===== config.mk =====
export PLATFORM = sky130hd
export DESIGN_NAME = addr_trace_fifo
export DESIGN_NICKNAME = d
export VERILOG_FILES = /design/src/rtl/addr_trace_fifo.sv
export SDC_FILE = /design/constraint.sdc
export NUM_CORES = 1
export LEC_CHECK = 0
export ABC_AREA = 1
export ABC_CLOCK_PERIOD_IN_PS = 2600
export BUFFER_PORTS_ARGS = -buffer_cell sky130_fd_sc_hd__buf_4
export CORE_AREA = 2 2 160 162
export DETAILED_ROUTE_END_ITERATION = 8
export DIE_AREA = 0 0 162 164
export HOLD_SLACK_MARGIN = 0.12
export PLACE_DENSITY = 0.73
export SLEW_MARGIN = 20
export SYNTH_ARGS = -nofsm -noshare
export SYNTH_HDL_FRONTEND = slang
export SYNTH_SLANG_ARGS = --single-unit

===== constraint.sdc =====
create_clock -name clk -period 2.6 [get_ports clk]
set_clock_uncertainty 0.1 [all_clocks]
set_input_delay 0 -clock clk [delete_from_list [all_inputs] [get_ports clk]]
set_output_delay 0 -clock clk [all_outputs]
set_load 0.03 [all_outputs]

===== src/rtl/addr_trace_fifo.sv =====
// Elastic FIFO between the z80 address tracer and the UART: stores 16-bit addresses
// and sends each one as hi/lo bytes. Define TRACE_SYNC_EN to put a SYNC byte before each word.
module addr_trace_fifo #(
  parameter int          AW   = 4,
  parameter logic [7:0]  SYNC = 8'h55
) (
  input  logic          clk,
  input  logic          rst,
  input  logic          in_valid,
  input  logic [15:0]   in_addr,
  output logic          in_ready,
  output logic [7:0]    tx_data,
  output logic          tx_wr,
  input  logic          tx_done,
  output logic [AW:0]   level,
  output logic          busy,
  output logic          overflow,
  output logic [7:0]    drop_cnt
);

  localparam int          DEPTH    = 2 ** AW;
  localparam logic [AW:0] LVL_FULL = (AW+1)'(DEPTH);
  localparam logic [AW:0] LVL_ZERO = {(AW+1){1'b0}};
  localparam logic [AW:0] LVL_ONE  = (AW+1)'(1'b1);
  localparam logic [AW-1:0] PTR_ONE = AW'(1'b1);

  localparam logic [2:0] S_IDLE   = 3'd0;
  localparam logic [2:0] S_HI     = 3'd3;
  localparam logic [2:0] S_HI_W   = 3'd4;
  localparam logic [2:0] S_LO     = 3'd5;
  localparam logic [2:0] S_LO_W   = 3'd6;
`ifdef TRACE_SYNC_EN
  localparam logic [2:0] S_SYNC   = 3'd1;
  localparam logic [2:0] S_SYNC_W = 3'd2;
  localparam logic [2:0] S_FIRST  = S_SYNC;
`else
  localparam logic [2:0] S_FIRST  = S_HI;
  logic unused_sync_s;
  assign unused_sync_s = ^SYNC;
`endif

  logic [15:0]   mem_r [0:DEPTH-1];
  logic [AW-1:0] wr_ptr_r;
  logic [AW-1:0] rd_ptr_r;
  logic [AW:0]   level_r;
  logic [15:0]   word_r;
  logic [2:0]    state_r;
  logic [2:0]    state_nxt_s;
  logic [7:0]    tx_data_r;
  logic          tx_wr_r;
  logic          busy_r;
  logic          overflow_r;
  logic [7:0]    drop_cnt_r;
  logic          done_lat_r;

  logic          full_s;
  logic          wr_en_s;
  logic          drop_s;
  logic          pop_s;
  logic          tx_issue_s;
  logic [7:0]    tx_byte_s;

  // Write acceptance is judged on the level at the start of the cycle, so a same-cycle pop never rescues a write.
  always_comb begin
    full_s  = (level_r == LVL_FULL);
    wr_en_s = in_valid && !full_s;
    drop_s  = in_valid && full_s;
    pop_s   = (state_r == S_IDLE) && (level_r != LVL_ZERO);
  end

  // Serialiser next-state and the byte to launch when a tx_wr is issued.
  always_comb begin
    state_nxt_s = state_r;
    tx_issue_s  = 1'b0;
    tx_byte_s   = 8'h00;
    case (state_r)
      S_IDLE: begin
        if (pop_s) begin
          state_nxt_s = S_FIRST;
        end else begin
          state_nxt_s = S_IDLE;
        end
      end
`ifdef TRACE_SYNC_EN
      S_SYNC: begin
        tx_issue_s  = 1'b1;
        tx_byte_s   = SYNC;
        state_nxt_s = S_SYNC_W;
      end
      S_SYNC_W: begin
        if (done_lat_r) begin
          state_nxt_s = S_HI;
        end else begin
          state_nxt_s = S_SYNC_W;
        end
      end
`endif
      S_HI: begin
        tx_issue_s  = 1'b1;
        tx_byte_s   = word_r[15:8];
        state_nxt_s = S_HI_W;
      end
      S_HI_W: begin
        if (done_lat_r) begin
          state_nxt_s = S_LO;
        end else begin
          state_nxt_s = S_HI_W;
        end
      end
      S_LO: begin
        tx_issue_s  = 1'b1;
        tx_byte_s   = word_r[7:0];
        state_nxt_s = S_LO_W;
      end
      S_LO_W: begin
        if (done_lat_r) begin
          state_nxt_s = S_IDLE;
        end else begin
          state_nxt_s = S_LO_W;
        end
      end
      default: begin
        state_nxt_s = S_IDLE;
      end
    endcase
  end

  // FIFO storage; contents need no reset because level gates every read.
  always_ff @(posedge clk) begin
    if (wr_en_s) begin
      mem_r[wr_ptr_r] <= in_addr;
    end
  end

  // Pointers, occupancy and drop bookkeeping.
  always_ff @(posedge clk or posedge rst) begin
    if (rst) begin
      wr_ptr_r   <= {AW{1'b0}};
      rd_ptr_r   <= {AW{1'b0}};
      level_r    <= LVL_ZERO;
      overflow_r <= 1'b0;
      drop_cnt_r <= 8'h00;
    end else begin
      if (wr_en_s) begin
        wr_ptr_r <= wr_ptr_r + PTR_ONE;
      end
      if (pop_s) begin
        rd_ptr_r <= rd_ptr_r + PTR_ONE;
      end
      case ({wr_en_s, pop_s})
        2'b10:   level_r <= level_r + LVL_ONE;
        2'b01:   level_r <= level_r - LVL_ONE;
        default: level_r <= level_r;
      endcase
      if (drop_s) begin
        overflow_r <= 1'b1;
        if (drop_cnt_r != 8'hFF) begin
          drop_cnt_r <= drop_cnt_r + 8'd1;
        end
      end
    end
  end

  // Serialiser state, word register and UART-facing outputs.
  always_ff @(posedge clk or posedge rst) begin
    if (rst) begin
      state_r   <= S_IDLE;
      word_r    <= 16'h0000;
      tx_data_r <= 8'h00;
      tx_wr_r   <= 1'b0;
      busy_r    <= 1'b0;
    end else begin
      state_r <= state_nxt_s;
      busy_r  <= (state_nxt_s != S_IDLE);
      tx_wr_r <= tx_issue_s;
      if (pop_s) begin
        word_r <= mem_r[rd_ptr_r];
      end
      if (tx_issue_s) begin
        tx_data_r <= tx_byte_s;
      end
    end
  end

  // tx_done latch: a pulse landing in the same cycle as the clear wins.
  always_ff @(posedge clk or posedge rst) begin
    if (rst) begin
      done_lat_r <= 1'b0;
    end else if (tx_done) begin
      done_lat_r <= 1'b1;
    end else if (tx_issue_s) begin
      done_lat_r <= 1'b0;
    end else begin
      done_lat_r <= done_lat_r;
    end
  end

  assign in_ready = !full_s;
  assign tx_data  = tx_data_r;
  assign tx_wr    = tx_wr_r;
  assign level    = level_r;
  assign busy     = busy_r;
  assign overflow = overflow_r;
  assign drop_cnt = drop_cnt_r;

endmodule


# Word level (Yosys, flattened, before mapping)
# Memory sizes are Yosys's and may differ from the RTL's. A register that Yosys moved wholly into a read port is not among the register bits.
# Cells that the tools add are included.
# W data, S select, Z words.
# classes
addsub,5
n_bitwise,0
shifts,0
n_eq_ne,8
n_mul,0
order_cmp,0
n_div,0
n_reduce_logical,11
muxes,11
# op_table
op,n
$pmux W8 S2,1
$pmux W3 S5,1
$pmux W5 S2,1
$eq A3 B3 Y1 const B,3
$add A4 B1 Y4 const B,2
$add A8 B1 Y8 const B,1
$ne A8 B8 Y1 const B,1
$mux W1,6
$add A5 B1 Y5 const B,1
$eq A5 B5 Y1 const B,1
$reduce_bool A5 Y1,1
$sub A5 B1 Y5 const B,1
$reduce_bool A2 Y1,2
$eq A3 B2 Y1 const B,1
$logic_and A1 B1 Y1,3
$logic_not A3 Y1,1
$mux W3,1
$reduce_bool A3 Y1,1
$eq A2 B1 Y1 const B,1
$eq A2 B2 Y1 const B,1
$mux W2,1
$reduce_and A2 Y1,1
$reduce_or A2 Y1,1
$logic_not A1 Y1,1
# word_totals
ff_bits,36
latch_bits,0
ram_bits,256
word_cells,46
output_inout_bits,25
n_memories,1
in_bits,20
rom_bits,0
# mem_list
name,words,width,read_ports,rd_ports_with_merged_regs,write_ports,line,rtl
mem_r,16,16,1,1,1,42,logic [15:0] mem_r [0:DEPTH-1];

# Depth between registers and ports, before layout
# Gate-level depths: netlist of run 1.
# logic_depth
depth_word,5
ltp_mapped,15
depth_no_buf,14

# Worst setup path before layout of run 1
# Ideal clock, no wire load.
# synth_timing
path_kind,reg2reg
startpoint,reg level_r[0] (netlist: level[0])
endpoint,reg level_r[4] (netlist: level[4])
t_arrival_ns,2.311
synth_period_minus_slack_ns,2.528
path_slack_ns,0.072
setup_ns,0.117
path_stages_with_launch,14
path_cell_list,dfrtp_1 nor2_2 nand4_2 nand2_1 ha_1 inv_1 fa_1 inv_1 nand2_1 nand2_1 a21oi_1 xor2_1 nand2_1 nand2_1
# synth_via
elab_chain_len,5
elab_cells_between_ends,11
cone_classes,add/sub: 2; eq/ne: 3; mux: 1; reduce/logical: 5
# synth_lines
element,line,rtl
from (decl),45,logic [AW:0] level_r;
from (signal assigned),151,2'b10: level_r <= level_r + LVL_ONE;
from (signal assigned),152,2'b01: level_r <= level_r - LVL_ONE;
from (signal assigned),153,default: level_r <= level_r;
$eq A5 B5 Y1 (*),65,full_s = (level_r == LVL_FULL);
$logic_not A1 Y1 (*),--,
named net in_ready,11,"output logic in_ready,"
$logic_and A1 B1 Y1 (*),66,wr_en_s = in_valid && !full_s;
$eq A2 B1 Y1 / $eq A2 B2 Y1 (equally long branches),150,"case ({wr_en_s, pop_s})"
$pmux W5 S2 / $reduce_bool A2 Y1 (equally long branches),--,
# Mark *: on every way through the listed nets, which the timed path passes. The rest lies on a longest branch.
# A chain may end at the register's enable or synchronous reset.

# Worst setup path after layout of run 1
# layout_timing
startpoint,reg level_r[1] (netlist: level[1])
endpoint,reg level_r[4] (netlist: level[4])
# layout_via
elab_chain_len,5
elab_cells_between_ends,11
cone_classes,add/sub: 2; eq/ne: 3; mux: 1; reduce/logical: 5
# layout_lines
element,line
$eq A5 B5 Y1,65
$logic_not A1 Y1,66
$logic_and A1 B1 Y1,66
$eq A2 B1 Y1 / $eq A2 B2 Y1 (equally long branches),150
$pmux W5 S2 / $reduce_bool A2 Y1 (equally long branches),--
# Several ways; a longest one is shown, not always the timed one.

==> metrics.csv, run 1 <==
stage,metric,value,unit
outcome,status,"finished, final reports clean",
final_layout,layout-area-overhead-vs-synth,15.0,%
worst_setup_path,crit_path_cell_trace,inv_1 -> nand4_2 -> nand2_1 -> ha_2 -> inv_1 -> fa_1 -> inv_1 -> nand2_1 -> nand2_1 -> a21oi_1 -> xor2_1 -> nand2_1 -> nand2_1,
die,core,0.0248,mm2
power,power_per_cell_area,1100,mW/mm2
synthesis,yosys_warnings,0,
die,die_h,164,um
die,starting_density,0.541,
timing,min_period,2.30,ns
clock_tree,cts-buffers-inserted,34,
final_layout,finalNetCount,1439,
timing,tightestPinTransition,0.833,ns
synthesis,synth.largest_area_cell,sky130_fd_sc_hd__edfxtp_1,
worst_setup_path,critPathRequiredTime,2.90,ns
power,leakagePower,0.00689,uW
clock_tree,cts.sinks,308,
worst_setup_path,cp_max_fo,5,
timing,fmaxAchievable,0.434,GHz
synthesis,synth_most_common_cell,sky130_fd_sc_hd__nand2_1,
worst_setup_path,cp-end-kind,register,
detailed_routing,first_pass_iters,5,
die,chipWidth,162,um
power,vdd_ir_drop_max,806,uV
detailed_routing,antenna_violating_nets_post_route,0,
synthesis,count_of_mapped_cells_out_of_synthesis,1330,
final_layout,final_core_util,0.622,
final_layout,multi_input_comb_area,0.00333,mm2
synthesis,postSynthAreaPerCell,10.1,um2
worst_setup_path,path_common_cell,sky130_fd_sc_hd__nand2_1,
synthesis,post_synth_most_frequent_cells,"sky130_fd_sc_hd__nand2_1, sky130_fd_sc_hd__edfxtp_1, sky130_fd_sc_hd__inv_1",
die,die_area,0.0266,mm2
detailed_routing,initial_drt_markers,850,
die,pin_count,45,
worst_setup_path,timing.critical_path.slowest_cell_delay,0.41,ns
clock_tree,tritoncts,built,
worst_setup_path,total_buffers_and_inverters_traversed_by_the_critical_path,3,
grt,overflow,0,
placed_design,numPlacedInstances,1682,
timing,grt_setup_unrepaired,false,
final_layout,seq_area,0.00899,mm2
synthesis,yosys.area.top_type_share,0.573,
placed_design,final_hpwl_dp,17000,um
clock_tree,cts_max_level,2,
detailed_routing,dr_total_vias,9068,
timing,period_share,0.886,
timing,timing.final.max_slew_violations,0,
worst_setup_path,critical_path_class,register to register,
grt,grt_first_pass_wirelength,46600,um
worst_setup_path,critical-path-top-delay-family,adder cells,
synthesis,synth_nets,1361,
worst_setup_path,worst_path_max_delay_cell,sky130_fd_sc_hd__dfrtp_1,
detailed_routing,detail_route.wl_per_cell,16.4,um
synthesis,synth_enable_flop_cells,256,
final_layout,design_area,0.0154,mm2
synthesis,synth.ff_latch_count,308,
power,p_total,17000,uW
worst_hold_path,hold_class,input pin to register,
timing,fin_tns_setup,0,ns
clock_tree,clk_root_buffer_cell,sky130_fd_sc_hd__clkbuf_16,
synthesis,ys_async_sr_fraction,0.169,
placed_design,gp_congestion,0.799,
clock_tree,cts.path.max_buffers,3,
grt,antenna_violations_before_repair,0,
timing,setup_viol_count_final,0,
timing,final_hold_viol_count,0,
placed_design,dpl_cell_area,0.0142,mm2
clock_tree,post-cts-setup-buffer-count,0,
timing,slew_headroom,0.445,
final_layout,layoutNonFillerInstCount,1760,
placed_design,buffer_ports.inserted,44,
synthesis,ranking_of_synthesized_cells_by_area,"sky130_fd_sc_hd__edfxtp_1, sky130_fd_sc_hd__nand2_1, sky130_fd_sc_hd__dfrtp_1",
final_layout,fillerInstances,1934,
die,core.rowCount,58,
worst_setup_path,critical_path.startpoint_type,register,
synthesis,post_synth_num_cell_types,32,
flow_run,drv.max_cap_violation_count,0,
synthesis,post_synth_instance_area,0.0134,mm2
grt,grt_pass1_vias,8928,
final_layout,diodes,0,
synthesis,synth_top_flop_cell,sky130_fd_sc_hd__edfxtp_1,
worst_setup_path,timing.critical_path.arrival,2.61,ns
detailed_routing,drt_drc_violations_left,0,
grt,globalRouteTotalUtil,0.226,
synthesis,sequential_cell_area_fraction_in_the_yosys_report,0.669,
detailed_routing,via_per_inst,5.15,
clock_tree,clk_pin_slew,0.06,ns
grt,maximum_number_of_pins_on_one_net_before_global_route_repair,130,
clock_tree,worst_skew_pair_later_pin_latency,0.51,ns
final_layout,layout_cells_sized_above_1,0.106,
detailed_routing,routed_wirelength,28800,um
[kinds of logic (layout without fill, tap and decap cells)]
logic type / count (synthesis) / count (layout) / share of synthesized area
XOR/XNOR: 14 / 14 / 0.00913
flip-flops: 308 / 308 / 0.669
AO/OA/AOI/OAI: 15 / 15 / 0.00652
buffers and inverters: 286 / 386 / 0.0857
AND/OR/NAND/NOR: 696 / 696 / 0.218
adder cells (fa/ha/maj): 11 / 11 / 0.0108
[per-layer routing]
layer / GRT usage / vias up / share of wire
met5: 0 / - / 0
met4: 0.0744 / 0 / 0.025
met3: 0.0369 / 54 / 0.078
met2: 0.374 / 296 / 0.48
met1: 0.308 / 4290 / 0.42
li1: - / 4428 / -
[worst reg2reg max path: cells and delay by family, from the launching register on]
kind	cells	cell delay [ns]
AOI/OAI and AO/OA	1	0.06
xor gates and xnor gates	1	0.14
adders and majority gates	2	0.66
buffers and inverters	3	0.26
DFF	1	0.41
and+or+nand+nor	6	0.56
[state kept, by name, summed over array words and instances (netlist names), 3 cells and up]
register / count
mem_r: 256
word_r: 16
drop_cnt: 8
tx_data: 8
level: 5
rd_ptr_r: 4
wr_ptr_r: 4
state_r: 3
[through the flow]
step,worst slack [ns],hold slack [ns]
6_report,0.296,0.145
5_1_grt,0.0356,0.158
4_1_cts,0.233,0.137
2_1_floorplan,0.0715,-0.00113
3_5_place_dp,0.246,-0.0540
3_3_place_gp,0.309,-0.0515
[cell usage in the layout, fill, tap and decap left out, types with 2 or more instances in the layout]
cell and count:
sky130_fd_sc_hd__a21oi_1 2, sky130_fd_sc_hd__buf_12 4, sky130_fd_sc_hd__buf_4 75, sky130_fd_sc_hd__clkbuf_1 12, sky130_fd_sc_hd__clkbuf_16 35, sky130_fd_sc_hd__clkinv_1 6
sky130_fd_sc_hd__clkinv_2 5, sky130_fd_sc_hd__dfrtp_1 50, sky130_fd_sc_hd__dlygate4sd3_1 20, sky130_fd_sc_hd__edfxtp_1 256, sky130_fd_sc_hd__ha_1 9, sky130_fd_sc_hd__inv_1 221
sky130_fd_sc_hd__inv_2 5, sky130_fd_sc_hd__nand2_1 445, sky130_fd_sc_hd__nand3_1 205, sky130_fd_sc_hd__nand4_1 10, sky130_fd_sc_hd__nand4_2 2, sky130_fd_sc_hd__nor2_1 9
sky130_fd_sc_hd__nor2_2 17, sky130_fd_sc_hd__nor3_1 3, sky130_fd_sc_hd__o21ai_0 7, sky130_fd_sc_hd__o21bai_1 2, sky130_fd_sc_hd__or2_1 2, sky130_fd_sc_hd__xnor2_1 4
sky130_fd_sc_hd__xor2_1 10
[worst paths after layout]
kind	startpoint	depth (start not counted)	end	slack [ns]
max in group asynchronous	rst	5	drop_cnt[6]	1.26
max reg2reg	level[1]	13	level[4]	0.30
min in group asynchronous	rst	4	word_r[0]	0.55
min	tx_done	3	done_lat_r	0.14
max	level[1]	13	level[4]	0.30
min reg2reg	overflow	1	overflow	0.37
[report_power, final]
part           switching, uW  internal [uW]  leakage (uW)
clock                   1810           2570      0.000486
combinational           4200           1880       0.00345
sequential               336           6160       0.00295
[cell type report]
cell class / count / area share
flip-flops and latches: 308 / 0.582
multi-input cells: 736 / 0.216
clock buffers: 47 / 0.0596
inverters: 229 / 0.0557
repair buffers: 99 / 0.0546
well taps: 330 / 0.0267
clock inverters: 11 / 0.00527
[what timing repair did]
item	in CTS	in global routing
resized for setup	0	1
hold endpoints to repair	323	0
endpoints found under the setup margin	0	1
hold buffers	20	0
Power figures use the tool's default switching activity.
==> run 2, diff against run 1 <==
CTS_BUF_LIST = sky130_fd_sc_hd__clkbuf_8   (was unset)
==> run 2 against run 1 <==
  * Via count grew 1.3%
  * Utilization shrank 0.14 points
  * Sequential power is essentially flat
  * Hold slack gained 0.040 ns
  * Non-clock buffer count grew 1
  * Final area shrank 0.23%
  * Combinational power is essentially flat
  * Fmax shrank 0.65%
  * Power shrank 2.4%
  * Highest routed layer is now met5
==> metrics.csv, run 2 (synthesized netlist as in run 1, its figures left out) <==
stage,metric,value,unit
outcome,status,"finished, final reports clean",
clock_tree,clk_pin_slew,0.06,ns
clock_tree,cts.path.max_buffers,3,
final_layout,diodes,0,
final_layout,mostFrequentLayoutCell,sky130_fd_sc_hd__nand2_1,
worst_setup_path,timing.rr.end,level[4],
timing,fin_tns_setup,0,ns
power,leakagePower,0.00694,uW
worst_setup_path,cp_max_fo,5,
final_layout,finalNetCount,1456,
power,p_total,16500,uW
timing,tightestPinTransition,0.849,ns
final_layout,multi_input_comb_area,0.00333,mm2
detailed_routing,routed_wirelength,28900,um
final_layout,top_register_by_number_of_flip_flops,mem_r,
timing,timing.final.max_slew_violations,0,
timing,post-route-worst-setup-slack,0.281,ns
detailed_routing,initial_drt_markers,851,
final_layout,layout_cells_sized_above_1,0.122,
timing,fmaxAchievable,0.431,GHz
detailed_routing,dr_total_vias,9185,
worst_hold_path,hp-start,in_addr[1],
clock_tree,tritoncts,built,
die,die_h,164,um
placed_design,detailedPlace.worstSlack,0.246,ns
worst_setup_path,critical_path.startpoint,level[1],
worst_setup_path,timing.critical_path.arrival,2.69,ns
grt,grt_pass1_vias,9070,
timing,min_period,2.32,ns
clock_tree,cts.sinks,308,
die,die_area,0.0266,mm2
timing,period_share,0.892,
final_layout,largestRegisters,"mem_r x256, word_r x16",
clock_tree,clk_root_buffer_cell,sky130_fd_sc_hd__clkbuf_8,
final_layout,final_cell_mix,"sky130_fd_sc_hd__nand2_1, sky130_fd_sc_hd__edfxtp_1, sky130_fd_sc_hd__inv_1, sky130_fd_sc_hd__nand3_1, sky130_fd_sc_hd__buf_4",
grt,maximum_number_of_pins_on_one_net_before_global_route_repair,130,
worst_setup_path,critPathRequiredTime,2.97,ns
die,starting_density,0.541,
power,vdd_ir_drop_max,825,uV
final_layout,seq_area,0.00899,mm2
detailed_routing,first_pass_iters,5,
detailed_routing,via_per_inst,5.12,
worst_setup_path,worst-r2r-cell-count,13,
timing,slew_headroom,0.434,
timing,final_hold_viol_count,0,
clock_tree,worst_skew_pair_later_pin_latency,0.58,ns
grt,overflow,0,
final_layout,final_core_util,0.621,
worst_setup_path,cp-end-kind,register,
worst_setup_path,timing.rr.start,level[1],
final_layout,layout-area-overhead-vs-synth,14.8,%
power,power_per_cell_area,1070,mW/mm2
clock_tree,post-cts-setup-buffer-count,0,
flow_run,drv.max_cap_violation_count,0,
clock_tree,cts_max_level,2,
worst_setup_path,critical_path.startpoint_type,register,
worst_setup_path,critical_path_class,register to register,
placed_design,buffer_ports.inserted,44,
die,core.rowCount,58,
grt,globalRouteTotalUtil,0.227,
timing,grt_setup_unrepaired,false,
die,core,0.0248,mm2
clock_tree,cts-buffers-inserted,50,
worst_setup_path,setup.worst_path.end,level[4],
die,chipWidth,162,um
timing,setup_viol_count_final,0,
placed_design,gp_congestion,0.799,
placed_design,final_hpwl_dp,17000,um
final_layout,fillerInstances,1968,
die,pin_count,45,
detailed_routing,detail_route.wl_per_cell,16.1,um
worst_hold_path,hold_class,input pin to register,
grt,antenna_violations_before_repair,1,
final_layout,largest_register_ff_count,256,
detailed_routing,antenna_violating_nets_post_route,0,
grt,grt_first_pass_wirelength,47000,um
detailed_routing,drt_drc_violations_left,0,
worst_setup_path,r2r_setup_slack,0.28,ns
[run 2: cell count changes in the layout (fill, tap and decap cells not counted), sizes merged]
cell,delta
clkbuf,+10
clkinv,+14
dlygate4sd3,+1
inv,+8
[run 2: layer usage]
metal  up-vias  track usage  wire length (um)
met2       310        0.375             13900
li1       4464            -                 -
met3        60       0.0402              2100
met4         2       0.0825               661
met1      4349        0.305             12200
met5         -            0                12
[run 2: final cells by class]
class | count | share of cell area
tap | 330 | 0.0268
sequential | 308 | 0.584
timing repair buffer | 100 | 0.0554
clock buffer | 57 | 0.0509
inverter | 229 | 0.0559
multi-input combinational | 736 | 0.216
clock inverter | 33 | 0.0112
[run 2: worst max-delay path: stages, from the launching register on]
cell and delay (ns):
sky130_fd_sc_hd__dfrtp_1 0.41, sky130_fd_sc_hd__inv_1 0.13, sky130_fd_sc_hd__nand4_2 0.13, sky130_fd_sc_hd__nand2_1 0.22, sky130_fd_sc_hd__ha_2 0.28, sky130_fd_sc_hd__inv_1 0.06
sky130_fd_sc_hd__fa_1 0.38, sky130_fd_sc_hd__inv_1 0.07, sky130_fd_sc_hd__nand2_1 0.06, sky130_fd_sc_hd__nand2_1 0.06, sky130_fd_sc_hd__a21oi_1 0.07, sky130_fd_sc_hd__xor2_1 0.14
sky130_fd_sc_hd__nand2_1 0.06, sky130_fd_sc_hd__nand2_1 0.04
[run 2: power breakdown]
group	internal (uW)	switching (uW)	leakage [uW]
registers	6160	337	0.00295
logic	1880	4200	0.00346
clock network	2110	1850	0.000528
[run 2: worst min path at each step]
stage | endpoint | slack [ns] | cells after the start
after floorplan | mem_r[0][0] | -0.001 | 0
after global placement | word_r[0] | -0.05 | 2
after detailed placement | word_r[13] | -0.05 | 2
after CTS | mem_r[6][1] | 0.14 | 2
after global routing | mem_r[6][1] | 0.18 | 2
final | mem_r[6][1] | 0.18 | 2
[run 2: timing repair]
action                                 4_1_cts  5_1_grt
gates resized for setup                      0        1
setup endpoints to repair                    0        1
hold buffers                                21        0
endpoints found under the hold margin      325        0
[run 2: per-stage QoR]
stage / cells / cell area [um2] / hold WS, ns
floorplan: 1330 / 13400 / -0.00113
global placement: 1682 / 14200 / -0.0515
detailed placement: 1682 / 14200 / -0.0540
CTS: 1793 / 15400 / 0.144
global route: 1793 / 15400 / 0.185
finish: 1793 / 15400 / 0.185
